--- src/rtl/stone_place_decoder.sv ---
`default_nettype none
// +----------------------------------------------------------------------------+
// | stone_place_decoder: turns an encoded window hit into a board coordinate    |
// | and streams up to two stones per move.   Rev 1.0                            |
// +----------------------------------------------------------------------------+
module stone_place_decoder #(
    parameter int BOARD = 19
) (
    input  logic       clk,
    input  logic       rst_n,
    input  logic       in_valid,
    output logic       in_ready,
    input  logic [2:0] in_idx,
    input  logic [4:0] in_row,
    input  logic [4:0] in_col,
    input  logic [1:0] in_dir,
    input  logic       in_last,
    output logic       out_valid,
    input  logic       out_ready,
    output logic [4:0] out_row,
    output logic [4:0] out_col,
    output logic       out_second,
    output logic       move_done,
    output logic [1:0] move_count,
    output logic       err
);

    localparam logic [5:0] c_board = 6'(BOARD);

    typedef enum logic [1:0] {
        IDLE  = 2'd0,
        CALC  = 2'd1,
        SEND  = 2'd2,
        CLOSE = 2'd3
    } state_t;

    state_t     r_state;
    state_t     w_next;
    logic [2:0] r_idx;
    logic [4:0] r_row;
    logic [4:0] r_col;
    logic [1:0] r_dir;
    logic       r_last;
    logic       r_hold;
    logic [1:0] r_count;
    logic [4:0] r_first_row;
    logic [4:0] r_first_col;
    logic [4:0] r_out_row;
    logic [4:0] r_out_col;
    logic       r_out_second;

    logic [5:0] w_step;
    logic [5:0] w_crow;
    logic [5:0] w_ccol;
    logic       w_off;
    logic       w_none;
    logic       w_err;
    logic       w_dup;
    logic       w_fire;
    logic       w_accept;

    assign w_accept = in_valid && in_ready;
    assign w_step   = {3'b000, r_idx};

    // 6-bit arithmetic: negative results show up in bit 5, large ones exceed c_board
    always_comb begin
        w_crow = {1'b0, r_row};
        w_ccol = {1'b0, r_col};
        case (r_dir)
            2'd0: w_ccol = {1'b0, r_col} + w_step;
            2'd1: w_crow = {1'b0, r_row} + w_step;
            2'd2: begin
                w_crow = {1'b0, r_row} + w_step;
                w_ccol = {1'b0, r_col} + w_step;
            end
            default: begin
                w_crow = {1'b0, r_row} + w_step;
                w_ccol = {1'b0, r_col} - w_step;
            end
        endcase
    end

    assign w_off  = w_crow[5] || w_ccol[5] || (w_crow >= c_board) || (w_ccol >= c_board);
    assign w_none = (r_idx == 3'd7);
    assign w_err  = !w_none && ((r_idx == 3'd6) || w_off);
    assign w_dup  = (r_count != 2'd0) && (w_crow[4:0] == r_first_row)
                    && (w_ccol[4:0] == r_first_col);
    assign w_fire = (r_state == CALC) && !w_none && !w_err && !w_dup;

    always_comb begin
        w_next = r_state;
        case (r_state)
            IDLE:  if (w_accept) w_next = CALC;
            CALC: begin
                if (w_fire)      w_next = SEND;
                else if (r_last) w_next = CLOSE;
                else             w_next = IDLE;
            end
            SEND: begin
                if (out_ready) begin
                    if ((r_count == 2'd1) || r_last) w_next = CLOSE;
                    else                              w_next = IDLE;
                end
            end
            default: w_next = IDLE;
        endcase
    end

    // r_hold stretches a discard-to-IDLE path so acceptances stay 3 cycles apart
    assign in_ready   = (r_state == IDLE) && !r_hold;
    assign out_valid  = (r_state == SEND);
    assign move_done  = (r_state == CLOSE);
    assign move_count = (r_state == CLOSE) ? r_count : 2'd0;
    assign err        = (r_state == CALC) && w_err;
    assign out_row    = r_out_row;
    assign out_col    = r_out_col;
    assign out_second = r_out_second;

    always_ff @(posedge clk or negedge rst_n) begin
        if (!rst_n) begin
            r_state      <= IDLE;
            r_idx        <= 3'd0;
            r_row        <= 5'd0;
            r_col        <= 5'd0;
            r_dir        <= 2'd0;
            r_last       <= 1'b0;
            r_hold       <= 1'b0;
            r_count      <= 2'd0;
            r_first_row  <= 5'd0;
            r_first_col  <= 5'd0;
            r_out_row    <= 5'd0;
            r_out_col    <= 5'd0;
            r_out_second <= 1'b0;
        end else begin
            r_state <= w_next;
            r_hold  <= (r_state == CALC) && (w_next == IDLE);
            if (w_accept) begin
                r_idx  <= in_idx;
                r_row  <= in_row;
                r_col  <= in_col;
                r_dir  <= in_dir;
                r_last <= in_last;
            end
            if (w_fire) begin
                r_out_row    <= w_crow[4:0];
                r_out_col    <= w_ccol[4:0];
                r_out_second <= (r_count == 2'd1);
            end
            if ((r_state == SEND) && out_ready) begin
                r_count <= r_count + 2'd1;
                if (r_count == 2'd0) begin
                    r_first_row <= r_out_row;
                    r_first_col <= r_out_col;
                end
            end
            if (r_state == CLOSE) begin
                r_count     <= 2'd0;
                r_first_row <= 5'd0;
                r_first_col <= 5'd0;
            end
        end
    end

endmodule
`default_nettype wire

--- config.mk ---
export PLATFORM = sky130hd
export DESIGN_NAME = stone_place_decoder
export DESIGN_NICKNAME = d
export VERILOG_FILES = /design/src/rtl/stone_place_decoder.sv
export SDC_FILE = /design/constraint.sdc
export NUM_CORES = 1
export LEC_CHECK = 0
export BUFFER_PORTS_ARGS = -buffer_cell sky130_fd_sc_hd__buf_2
export CORE_AREA = 2 2 91 93
export CTS_CLUSTER_DIAMETER = 50
export DETAILED_ROUTE_END_ITERATION = 10
export DIE_AREA = 0 0 93 95
export SETUP_SLACK_MARGIN = 0.05
export SLEW_MARGIN = 20
export SYNTH_ARGS = -nofsm -noshare
export SYNTH_HDL_FRONTEND = slang
export SYNTH_SLANG_ARGS = --single-unit
--- constraint.sdc ---
create_clock -name clk -period 4.1 [get_ports clk]
set_input_delay 0.82 -clock clk [delete_from_list [all_inputs] [get_ports clk]]
set_output_delay 0.82 -clock clk [all_outputs]
set_load 0.1 [all_outputs]
# --- After elaboration in Yosys (flattened, before gate mapping) ---
# Cells that the tools add are included.
totals:
  register_bits: 42
  word_cells: 75
classes:
  n_eq_ne: 10
  addsub: 4
  mux: 17
  magnitude_cmp: 2
  n_reduce_logical: 29
op_table:
  columns: ["cell", "n"]
  rows:
  - ["$mux 5", 6]
  - ["$mux 2", 8]
  - ["$add 5x3->6", 2]
  - ["$ge 6x5->1 const B", 2]
  - ["$pmux 6 s2", 1]
  - ["$logic_and 1x1->1", 11]
  - ["$eq 5x5->1", 2]
  - ["$logic_not 2->1", 4]
  - ["$eq 2x1->1 const B", 3]
  - ["$eq 2x2->1 const B", 3]
  - ["$eq 3x3->1 const B", 2]
  - ["$mux 6", 1]
  - ["$pmux 2 s3", 1]
  - ["$reduce_bool 2->1", 3]
  - ["$sub 5x3->6", 1]
  - ["$logic_or 1x1->1", 5]
  - ["$logic_not 1->1", 4]
  - ["$add 2x1->2 const B", 1]
  - ["$reduce_and 2->1", 1]
  - ["$reduce_or 2->1", 1]

# --- Depth between registers and ports, before layout ---
# Gate-level depths: netlist of run 1.
logic_depth:
  word_depth: 15
  mapped_depth: 14
  depth_no_buf: 13

# --- Worst setup path after synthesis of run 1 ---
# Ideal clock, no wire load.
synth_path:
  path_type: "flip-flop to output port"
  start: "reg r_idx[1]"
  end: "out err"
  required_time_ns: 3.280
  arrival_ns: 3.793
  slack_ns: -0.513
  path_stages_with_launch: 13
  cell_sequence: "dfrtp_1 -> inv_1 -> ha_1 -> ha_1 -> nand2_1 -> o21ai_0 -> ha_1 -> o21ai_0 -> o21ai_0 -> a21oi_1 -> and3b_1 -> nor2_1 -> a31oi_1"
synth_between:
  elab_chain_cells: 8
  word_cells_on_any_way: 16
  cone_classes: "add/sub: 3; order compare: 2; eq/ne: 2; mux: 2; reduce/logical: 7"
synth_rtl:
  columns: ["element", "line_no", "rtl"]
  rows:
  - ["from (decl)", "39", "logic [2:0] r_idx;"]
  - ["from (signal assigned)", "138", "r_idx <= in_idx;"]
  - ["$add 5x3->6 (tied with other cells)", "71, 73, 77", null]
  - ["$mux 6 / $pmux 6 s2 (equally long branches)", null, null]
  - ["$ge 6x5->1 / $logic_or 1x1->1 (equally long branches)", "83", "assign w_off = w_crow[5] || w_ccol[5] || (w_crow >= c_board) || (w_ccol >= c_board);"]
  - ["$logic_or 1x1->1 (2 in series)", "83", null]
  - ["$logic_or 1x1->1", "85", "assign w_err = !w_none && ((r_idx == 3'd6) || w_off);"]
  - ["$logic_and 1x1->1 *", "85", null]
  - ["$logic_and 1x1->1 *", "114", "assign err = (r_state == CALC) && w_err;"]
  - ["to (decl)", "25", "output logic err"]
# Every way passes the cells marked *; elsewhere a longest branch is shown, timed or not.

# --- Final worst setup path of run 1 ---
layout_path:
  start: "reg r_idx[0]"
  end: "reg r_out_col[0], in the netlist out_col[0]"
layout_between:
  elab_chain_cells: 10
  word_cells_on_any_way: 24
  cone_classes: "add/sub: 3; order compare: 2; eq/ne: 4; mux: 2; reduce/logical: 13"
layout_rtl:
  columns: ["element", "line_no", "rtl"]
  rows:
  - ["$add 5x3->6 (tied with other cells)", "71, 73, 77", null]
  - ["$mux 6 / $pmux 6 s2 (equally long branches)", null, null]
  - ["$ge 6x5->1 / $logic_or 1x1->1 (equally long branches)", "83", null]
  - ["$logic_or 1x1->1 (2 in series)", "83", null]
  - ["$logic_or 1x1->1", "85", null]
  - ["$logic_and 1x1->1", "85", null]
  - ["$logic_not 1->1", "88", "assign w_fire = (r_state == CALC) && !w_none && !w_err && !w_dup;"]
  - ["$logic_and 1x1->1 (2 in series)", "88", null]
  - ["to (signal assigned)", "146", "r_out_col <= w_ccol[4:0];"]
  - ["to (decl)", "49", "logic [4:0] r_out_col;"]
# Several ways; a longest one is shown, not always the timed one.
# A chain may end at the register's enable or synchronous reset.

==> metrics.cfg, run 1 <==
[drt]
drc=0
num_vias=2125
avgRoutedWirePerCell_um=14.19
ant_nets=0
via_per_inst=4.953
firstDrtPassIters=5
drtIter0Drc=97
wirelength_mm=6.086

[placement]
io_buffers=36
dp_hpwl_mm=4.647
globalplace.congestion=0.8462

[critical_path]
slowest_delay_ns=0.54
cp_slowest_cell=or4_4
worstSetupPathType=flip-flop to flip-flop
end_kind=flip-flop
crit_arrival_ns=4.07
cp_max_fo=5
crit_path_cell_trace=inv_1 -> ha_1 -> nand2_1 -> o21ai_0 -> fa_1 -> nor2b_1 -> a211oi_1 -> a21oi_1 -> a2111o_1 -> or4_4 -> o41ai_4 -> buf_4 -> mux2_2
cp_data_required_time_ns=4.29
regToRegSetupSlack_ns=0.22
critPathLaunchType=flip-flop

[timing]
tns_ns=0
hold_viol_final=0
finClkSkew_ns=0.005407
post-route-period-util_pct=94.62
relSlewSlack_pct=37.96
final-setup-viol-count=0
slew_violations=0
fmax_ghz=0.2578
rsz0062_at_grt=yes
finalCriticalPeriod_ns=3.880
tightest_slew_ns=0.9305

[cts]
clock-sinks=42
cts_buffers=5
cts_root_buf=clkbuf_8
htree_levels=2
cts_hold_buf=0
insertion_delay_ns=0.30
cts_buffer_depth=2
clkTransAtPathRegs_ns=0.08
cts_tree=yes

[run_status]
status=finished, final reports clean

[global_routing]
grt_max_degree=43
grt_first_pass_wirelength_mm=10.32
antenna_found_initial=0
grt.overflow.total=0
grt_use_total_pct=15.01
grt_pass1_vias=2064

[cells_and_area]
fin_nets=359
final_common_cell=nand2_1
layout-drive-gt1-share_pct=22.53
area_delta_synth_final_pct=16.38
antennaDiodeCount=0
final_cell_mix=nand2_1 (44), dfrtp_1 (42), buf_2 (35)

[floorplan]
die_area_sq_um=8835
initial_utilization_pct=33.44
die_w_um=93
ioPinCount=37
rows=33
dieHeight_um=95
core_sq_um=7928

[logic_synthesis]
syn-num-nets=317
syn-instance-count=281
synth_flop_cell=dfrtp_1
ys_warn_count=0
post_synth_num_cell_types=50
synth_edf_count=0
avgSynthCellArea_sq_um=9.435
async_reset_ff_share_pct=100.0
syn-cell-area_sq_um=2651
ys_seq_area_share_pct=39.64
synth-seq-cells=42

[worst_hold_path]
min_path_type=flip-flop to flip-flop

[job]
max_cap_violations=0

## cells in the mapped netlist, drive strengths merged (3+ instances only)
library cell / n / area [sq um]
nand2b: 3 / 18.77
inv: 16 / 60.06
o41ai: 3 / 45.05
a31oi: 3 / 18.77
dfrtp: 42 / 1051
ha: 14 / 175.2
clkbuf: 6 / 22.52
a21oi: 5 / 25.02
nor2b: 10 / 62.56
nor3: 4 / 20.02
buf: 4 / 25.02
nand3: 4 / 20.02
mux2: 18 / 202.7
nand2: 44 / 165.2
xnor2: 4 / 35.03
o21ai: 32 / 160.2
a211oi: 6 / 45.04
xor2: 10 / 87.58
mux2i: 6 / 60.06
nor2: 14 / 52.55
## through the flow
stage	std cells	hold slack (ns)	cell area, sq um	setup WS [ns]	util (%)
final	429	0.5074	3085	0.2204	38.92
after global routing	429	0.5294	3085	0.03744	38.92
after CTS	425	0.5185	3052	0.05905	38.49
after detailed placement	417	0.4980	2959	0.1363	37.33
after global placement	417	0.4758	2959	0.2108	37.33
after floorplan	281	0.4658	2658	0.1552	-
## flip-flops by register name, indices dropped and copies added, names as in the netlist
name,cells
r_row,5
r_idx,3
r_state,2
r_col,5
r_first_col,5
r_last,1
r_dir,2
out_second,1
out_col,5
out_row,5
r_first_row,5
r_count,2
r_hold,1
## per-layer routing
layer / vias up / part of all wire [%] / global-route usage [%]
li1: 1067 / - / -
met1: 1019 / 47 / 20.17
met2: 31 / 48 / 24.28
met3: 8 / 3.5 / 3.192
met4: 0 / 1.4 / 4.779
met5: - / 0 / 0
## worst max-delay path, delay by kind of cell, from the launching register on
family,cells,cell delay [ns]
AO/OA/AOI/OAI,5,1.18
flip-flops,1,0.38
multiplexers,1,0.33
AND/OR/NAND/NOR,3,0.77
adder cells (fa/ha/maj),2,0.80
buffers and inverters,2,0.29
## logic make-up after synthesis
logic type,after synthesis,synth area share (%)
compound gates,63,15.86
xor+xnor,14,4.625
buf+inv,26,4.058
fa+ha+maj,16,8.117
flops,42,39.64
mux,24,9.910
simple gates,96,17.79
## final timing paths
path,start,end,depth (start not counted)
min in group asynchronous,rst_n,r_idx[1]$_DFFE_PN0P_,1
min reg2reg,r_count[1]$_DFFE_PN0P_,r_count[1]$_DFFE_PN0P_,1
max in group asynchronous,rst_n,r_first_col[3]$_DFFE_PN0P_,1
max reg2reg,r_idx[0]$_DFFE_PN0P_,out_col[0]$_DFFE_PN0P_,13
max,r_idx[0]$_DFFE_PN0P_,out_col[0]$_DFFE_PN0P_,13
min,r_count[1]$_DFFE_PN0P_,r_count[1]$_DFFE_PN0P_,1
## area by class of cell
class	instances	area, sq um
flip-flops and latches	42	1051
inverters	16	60.06
clock buffers	5	68.82
fillers	839	4842
well taps	105	131.4
multi-input cells	213	1499
clock inverters	3	21.27
repair buffers	45	254.0
## timing repair
| action | CTS | global route |
|---|---|---|
| buffers inserted | 0 | 4 |
| endpoints found under the setup margin | 1 | 7 |
| pin swaps | 0 | 1 |
| resized for setup | 1 | 3 |
Power of run 1 is not shown: default switching activity piles up to over one toggle a cycle in this logic, so the estimate is an artifact.
==> inputs of run 2 (changes only) <==
- ABC_AREA: not set -> 1
- BUFFER_PORTS_ARGS: -buffer_cell sky130_fd_sc_hd__buf_2 -> not set
- CORE_AREA: 2 2 91 93 -> 2 2 90 92
- DIE_AREA: 0 0 93 95 -> 0 0 92 94
- DONT_BUFFER_PORTS: not set -> 1
==> metrics.cfg, run 2 <==
[run_status]
status=finished, final reports clean  ; unchanged

[logic_synthesis]
async_reset_ff_share_pct=100.0  ; unchanged
synth-seq-cells=42  ; unchanged
synth.most_common_cell=nand2_1  ; unchanged
synth.top_cells.by_area=dfrtp_1 (40%), nand2_1 (12%), nand3_1 (8.7%)  ; was dfrtp_1 (40%), ha_1 (6.6%), nand2_1 (6.2%)
synth_top_cells_by_count=nand2_1 (86), nand3_1 (46), inv_1 (45)  ; was nand2_1 (44), dfrtp_1 (42), o21ai_0 (31)
synth_flop_cell=dfrtp_1  ; unchanged
avgSynthCellArea_sq_um=7.565  ; was 9.435 sq um
post_synth_num_cell_types=28  ; was 50
syn-num-nets=384  ; was 317
ys_warn_count=0  ; unchanged
syn-cell-area_sq_um=2633  ; was 2651 sq um
yosysTopAreaCell=dfrtp_1  ; unchanged
synth_edf_count=0  ; unchanged
synth_top_area_share_pct=39.92  ; was 39.64%
ys_seq_area_share_pct=39.92  ; was 39.64%
syn-instance-count=348  ; was 281

[timing]
slew_violations=0  ; unchanged
finalCriticalPeriod_ns=3.740  ; was 3.880 ns
post-route-period-util_pct=91.23  ; was 94.62%
rsz0062_at_grt=no  ; was yes
relSlewSlack_pct=28.84  ; was 37.96%
hold_viol_final=0  ; unchanged
tightest_slew_ns=1.066  ; was 0.9305 ns
fmax_ghz=0.2673  ; was 0.2578 GHz
final-setup-viol-count=0  ; unchanged
tns_ns=0  ; unchanged
finClkSkew_ns=0.01528  ; was 0.005407 ns

[floorplan]
dieHeight_um=94  ; was 95 um
die_area_sq_um=8648  ; was 8835 sq um
ioPinCount=37  ; unchanged
core_sq_um=7607  ; was 7928 sq um
die_w_um=92  ; was 93 um
initial_utilization_pct=34.61  ; was 33.44%
rows=32  ; was 33

[cts]
htree_levels=2  ; unchanged
insertion_delay_ns=0.30  ; about the same
clkTransAtPathRegs_ns=0.09  ; was 0.08 ns
cts_buffers=5  ; unchanged
cts_root_buf=clkbuf_8  ; unchanged
cts_tree=yes  ; unchanged
cts_hold_buf=0  ; unchanged
cts_setup_buffers=0  ; unchanged
cts_buffer_depth=2  ; unchanged
clock-sinks=42  ; unchanged
cts_resized=0  ; was 1

[critical_path]
critPathLaunchType=flip-flop  ; unchanged
cp_max_fo=5  ; unchanged
cp_slowest_cell=fa_1  ; was or4_4
end_kind=primary output  ; was flip-flop
critPathMostFrequentCell=nand2_1
crit_arrival_ns=2.92  ; was 4.07 ns
rr_startpoint=r_idx[0]$_DFFE_PN0P_  ; unchanged
regToRegSetupSlack_ns=1.11  ; was 0.22 ns
slowest_delay_ns=0.49  ; was 0.54 ns
crit_family=simple AND/OR/NAND/NOR gates  ; was compound AO/OA/AOI/OAI gates
crit_buf_inv=3  ; was 2
worstSetupPathType=flip-flop to primary output  ; was flip-flop to flip-flop
r2r_end=r_hold$_DFF_PN0_  ; was out_col[0]$_DFFE_PN0P_
cp_data_required_time_ns=3.28  ; was 4.29 ns
crit_path_cell_trace=inv_1 -> ha_1 -> nand2_1 -> o21ai_0 -> fa_1 -> nand3_1 -> nand2_1 -> nand2_1 -> nand3_1 -> nand2_1 -> nand2_1 -> nand3_2 -> nand3_1 -> inv_1 -> buf_4  ; was inv_1 -> ha_1 -> nand2_1 -> o21ai_0 -> fa_1 -> nor2b_1 -> a211oi_1 -> a21oi_1 -> a2111o_1 -> or4_4 -> o41ai_4 -> buf_4 -> mux2_2
ff2ff_path_depth=17  ; was 13

[drt]
drc=0  ; unchanged
via_per_inst=4.872  ; was 4.953
drtIter0Drc=106  ; was 97
num_vias=2207  ; was 2125
avgRoutedWirePerCell_um=13.49  ; was 14.19 um
wirelength_mm=6.111  ; was 6.086 mm
firstDrtPassIters=4  ; was 5
ant_nets=0  ; unchanged

[placement]
globalplace.congestion=0.8282  ; was 0.8462
dp_cells=445  ; was 417
io_buffers=0  ; was 36
dp_hpwl_mm=4.680  ; was 4.647 mm

[global_routing]
gr-usage-met3_pct=3.130  ; was 3.192%
grt_use_total_pct=15.51  ; was 15.01%
grt_use_met2_pct=27.33  ; was 24.28%
grt.overflow.total=0  ; unchanged
grt_max_degree=43  ; unchanged
top_usage_layer=met2  ; unchanged
gr-usage-met1_pct=19.21  ; was 20.17%
grt_pass1_vias=2285  ; was 2064
grt_first_pass_wirelength_mm=10.70  ; was 10.32 mm
antenna_found_initial=0  ; unchanged

[cells_and_area]
area_delta_synth_final_pct=8.222  ; was 16.38%
nFillCells=849  ; was 839
layout-drive-gt1-share_pct=14.53  ; was 22.53%
final_cell_mix=nand2_1 (86), nand3_1 (46), inv_1 (45)  ; was nand2_1 (44), dfrtp_1 (42), buf_2 (35)
fin_nets=386  ; was 359
final_cells=453  ; was 429
final_common_cell=nand2_1  ; unchanged
antennaDiodeCount=0  ; unchanged

[worst_hold_path]
min_path_type=input pin to async pin  ; was flip-flop to flip-flop

[job]
max_cap_violations=0  ; unchanged

run 2: cell types whose count changed in the layout (fill, tap and decap cells not counted), sizes merged, moves of 13 or more:
cell   previous run  this run
inv              16        49
nand3             4        47
nor2             14        31
nand2            44       108
buf              45         3
a21oi             5        18
mux2             18         4
o21ai            32        16
run 2: per-layer routing:
layer	up-vias	part of all wire (%)
met1	1054	45
li1	1097	-
met4	0	1.1
met2	49	50
met3	7	4.4
met5	-	0
run 2: through the flow:
step	setup WS [ns]	utilization (%)	hold slack, ns	area (sq um)
finish	0.3596	37.45	0.1982	2849
global route	0.07775	37.45	0.1829	2849
CTS	0.3235	37.45	0.1930	2849
detailed placement	0.6458	36.32	0.4942	2763
global placement	0.7012	36.32	0.4854	2763
floorplan	0.6881	-	0.4658	2633
run 2: final cells by class:
cell class              count  area, sq um  share of cell area (%)
multi-input cells         246         1343                   47.12
flip-flops and latches     42         1051                   36.89
inverters                  51        193.9                   6.807
well taps                 102        127.6                   4.480
clock buffers               6        72.57                   2.547
repair buffers              4        47.55                   1.669
clock inverters             2        13.76                  0.4831
run 2: worst max path at each step:
stage,from,endpoint,slack [ns],cells past startpoint
floorplan,r_state[0]$_DFF_PN0_,r_col[1]$_DFFE_PN0P_,0.69,5
global placement,r_idx[1]$_DFFE_PN0P_,err,0.70,15
detailed placement,r_idx[1]$_DFFE_PN0P_,err,0.65,15
CTS,r_idx[1]$_DFFE_PN0P_,err,0.32,15
global route,r_idx[0]$_DFFE_PN0P_,err,0.08,15
finish,r_idx[1]$_DFFE_PN0P_,err,0.36,15
run 2: worst register-to-register path, cell delays in order (launching register included):
cell and delay, ns:
dfrtp_1 0.42, inv_1 0.11, ha_1 0.21, ha_1 0.26
nand2_1 0.06, o21ai_0 0.08, ha_1 0.38, inv_1 0.08
nand2_1 0.08, nand3_1 0.10, a21oi_1 0.13, nor2_1 0.06
nor2_1 0.12, nand3_2 0.11, nor2_4 0.30, nand2_4 0.21
nand2_1 0.13, nor2_1 0.04
run 2: logic make-up after synthesis:
group,Yosys count,synth area share [%]
adders and majority gates,16,8.175
and+or+nand+nor,190,33.36
AOI/OAI and AO/OA,35,6.939
DFF,42,39.92
muxes,4,1.711
buffers and inverters,60,9.553
xor gates and xnor gates,1,0.3328
Power of run 2 is left out for the same reason.
==> inputs of run 3 (changes only) <==
==> constraint.sdc (replaced) <==
create_clock -name clk -period 4.1 [get_ports clk]
set_input_delay 0.41 -clock clk [delete_from_list [all_inputs] [get_ports clk]]
set_output_delay 0.41 -clock clk [all_outputs]
set_load 0.1 [all_outputs]
==> metrics.cfg, run 3 (synthesis gave the netlist of run 2 again) <==
[critical_path]
cp_data_required_time_ns=3.69  ; was 3.28 ns
end_kind=primary output  ; unchanged
crit_path_cell_trace=inv_1 -> ha_1 -> nand2_1 -> o21ai_0 -> fa_1 -> inv_1 -> nand2_2 -> nand2_2 -> inv_2 -> a21oi_2 -> nand2_1 -> nand2_1 -> nand3_2 -> nand3_1 -> inv_1 -> buf_4  ; was inv_1 -> ha_1 -> nand2_1 -> o21ai_0 -> fa_1 -> nand3_1 -> nand2_1 -> nand2_1 -> nand3_1 -> nand2_1 -> nand2_1 -> nand3_2 -> nand3_1 -> inv_1 -> buf_4
r2r_end=out_row[3]$_DFFE_PN0P_  ; was r_hold$_DFF_PN0_
crit_buf_inv=5  ; was 3
worstSetupPathType=flip-flop to primary output  ; unchanged
slowest_delay_ns=0.59  ; was 0.49 ns
cp_slowest_cell=fa_1  ; unchanged
rr_startpoint=r_idx[1]$_DFFE_PN0P_  ; was r_idx[0]$_DFFE_PN0P_
crit_arrival_ns=2.95  ; was 2.92 ns
ff2ff_path_depth=17  ; unchanged
cp_max_fo=5  ; unchanged
critPathLaunchType=flip-flop  ; unchanged
regToRegSetupSlack_ns=1.08  ; was 1.11 ns
crit_family=adder cells  ; was simple AND/OR/NAND/NOR gates

[floorplan]
rows=32  ; unchanged
die_w_um=92  ; unchanged
ioPinCount=37  ; unchanged
dieHeight_um=94  ; unchanged
initial_utilization_pct=34.61  ; unchanged
core_sq_um=7607  ; unchanged
die_area_sq_um=8648  ; unchanged

[global_routing]
grt_use_met2_pct=28.00  ; was 27.33%
grt_max_degree=43  ; unchanged
antenna_found_initial=0  ; unchanged
gr-usage-met1_pct=19.38  ; was 19.21%
grt_pass1_vias=2220  ; was 2285
grt_first_pass_wirelength_mm=10.74  ; was 10.70 mm
grt_use_total_pct=15.81  ; was 15.51%
gr-usage-met3_pct=2.970  ; was 3.130%
top_usage_layer=met2  ; unchanged
grt.overflow.total=0  ; unchanged

[cells_and_area]
fin_nets=387  ; was 386
layout-drive-gt1-share_pct=14.49  ; was 14.53%
area_delta_synth_final_pct=9.363  ; was 8.222%
antennaDiodeCount=0  ; unchanged
final_cell_mix=nand2_1 (86), nand3_1 (46), inv_1 (45)  ; unchanged
final_common_cell=nand2_1  ; unchanged
multi_input_area_sq_um=1343  ; unchanged
fin_util_pct=37.85  ; was 37.45%
finish.instance_area_sq_um=2879  ; was 2849 sq um
seqCellArea_sq_um=1051  ; unchanged
nFillCells=833  ; was 849

[drt]
drc=0  ; unchanged
num_vias=2148  ; was 2207
wirelength_mm=6.151  ; was 6.111 mm
drtIter0Drc=95  ; was 106
avgRoutedWirePerCell_um=13.55  ; was 13.49 um
via_per_inst=4.731  ; was 4.872
ant_nets=0  ; unchanged
firstDrtPassIters=4  ; unchanged

[timing]
fmax_ghz=0.2978  ; was 0.2673 GHz
slew_violations=0  ; unchanged
hold_viol_final=0  ; unchanged
post-route-period-util_pct=81.91  ; was 91.23%
finClkSkew_ns=0.01005  ; was 0.01528 ns
finalCriticalPeriod_ns=3.358  ; was 3.740 ns
final-setup-viol-count=0  ; unchanged
tns_ns=0  ; unchanged
relSlewSlack_pct=29.64  ; was 28.84%
rsz0062_at_grt=no  ; unchanged
whs_ns=0.2502  ; was 0.1982 ns
tightest_slew_ns=1.054  ; was 1.066 ns

[placement]
dp_hpwl_mm=4.672  ; was 4.680 mm
place_area_sq_um=2755  ; was 2763 sq um
io_buffers=0  ; unchanged
globalplace.congestion=0.7899  ; was 0.8282

[cts]
insertion_delay_ns=0.30  ; about the same
htree_levels=2  ; unchanged
cts_root_buf=clkbuf_8  ; unchanged
cts_tree=yes  ; unchanged
clkTransAtPathRegs_ns=0.09  ; about the same
cts_buffer_depth=2  ; unchanged
cts_setup_buffers=0  ; unchanged
clock-sinks=42  ; unchanged
cts_resized=0  ; unchanged
cts_buffers=5  ; unchanged

[worst_hold_path]
min_from=in_col[3]
worst_hold_path.endpoint=r_col[3]$_DFFE_PN0P_
min_path_type=input pin to flip-flop  ; was input pin to async pin
min_path_cells=1

[run_status]
status=finished, final reports clean  ; unchanged

[job]
max_cap_violations=0  ; unchanged

-- run 3: worst register-to-register path, cell delays in order (launching register included) --
cell and delay, ns:
dfrtp_1 0.42, inv_1 0.19, ha_1 0.28, nand2_1 0.06, o21ai_0 0.16, fa_1 0.54, inv_1 0.09, nand2_2 0.06
nand2_2 0.07, inv_2 0.05, a21oi_2 0.11, nand2_1 0.05, nand2_1 0.07, nand3_2 0.11, nor2_4 0.28, nand2_4 0.20
nand2_1 0.10, nand2_1 0.07
-- run 3: worst max path at each step --
stage               depth (start not counted)                   end  slack (ns)            startpoint
floorplan                                   5  r_col[1]$_DFFE_PN0P_        0.69  r_state[0]$_DFF_PN0_
global placement                           15                   err        1.09  r_idx[1]$_DFFE_PN0P_
detailed placement                         15                   err        1.02  r_idx[1]$_DFFE_PN0P_
CTS                                        15                   err        0.70  r_idx[1]$_DFFE_PN0P_
global route                               16                   err        0.49  r_idx[1]$_DFFE_PN0P_
finish                                     16                   err        0.74  r_idx[1]$_DFFE_PN0P_
-- run 3: cell type report --
class                      instances  area share [%]
multi-input combinational        246           46.63
clock inverter                     2          0.4781
clock buffer                       6           2.521
inverter                          51           6.736
tap                              102           4.433
timing repair buffer               5           2.694
sequential                        42           36.51
-- run 3: repair_timing --
item	4_1_cts	5_1_grt
endpoints found under the setup margin	0	0
hold buffers	2	0
hold endpoints to repair	42	0
-- run 3: routing by layer --
layer  part of all wire [%]  up-vias
met5                      0        -
met4                    2.0        0
met3                    3.6       11
met2                     49       40
met1                     46      998
li1                       -     1099
-- run 3: per-stage QoR --
stage	std cells	setup slack (ns)
after floorplan	348	0.6881
after CTS	454	0.6956
after global placement	444	1.086
final	454	0.7417
after global routing	454	0.4944
after detailed placement	444	1.023
Power of run 3 is left out for the same reason.
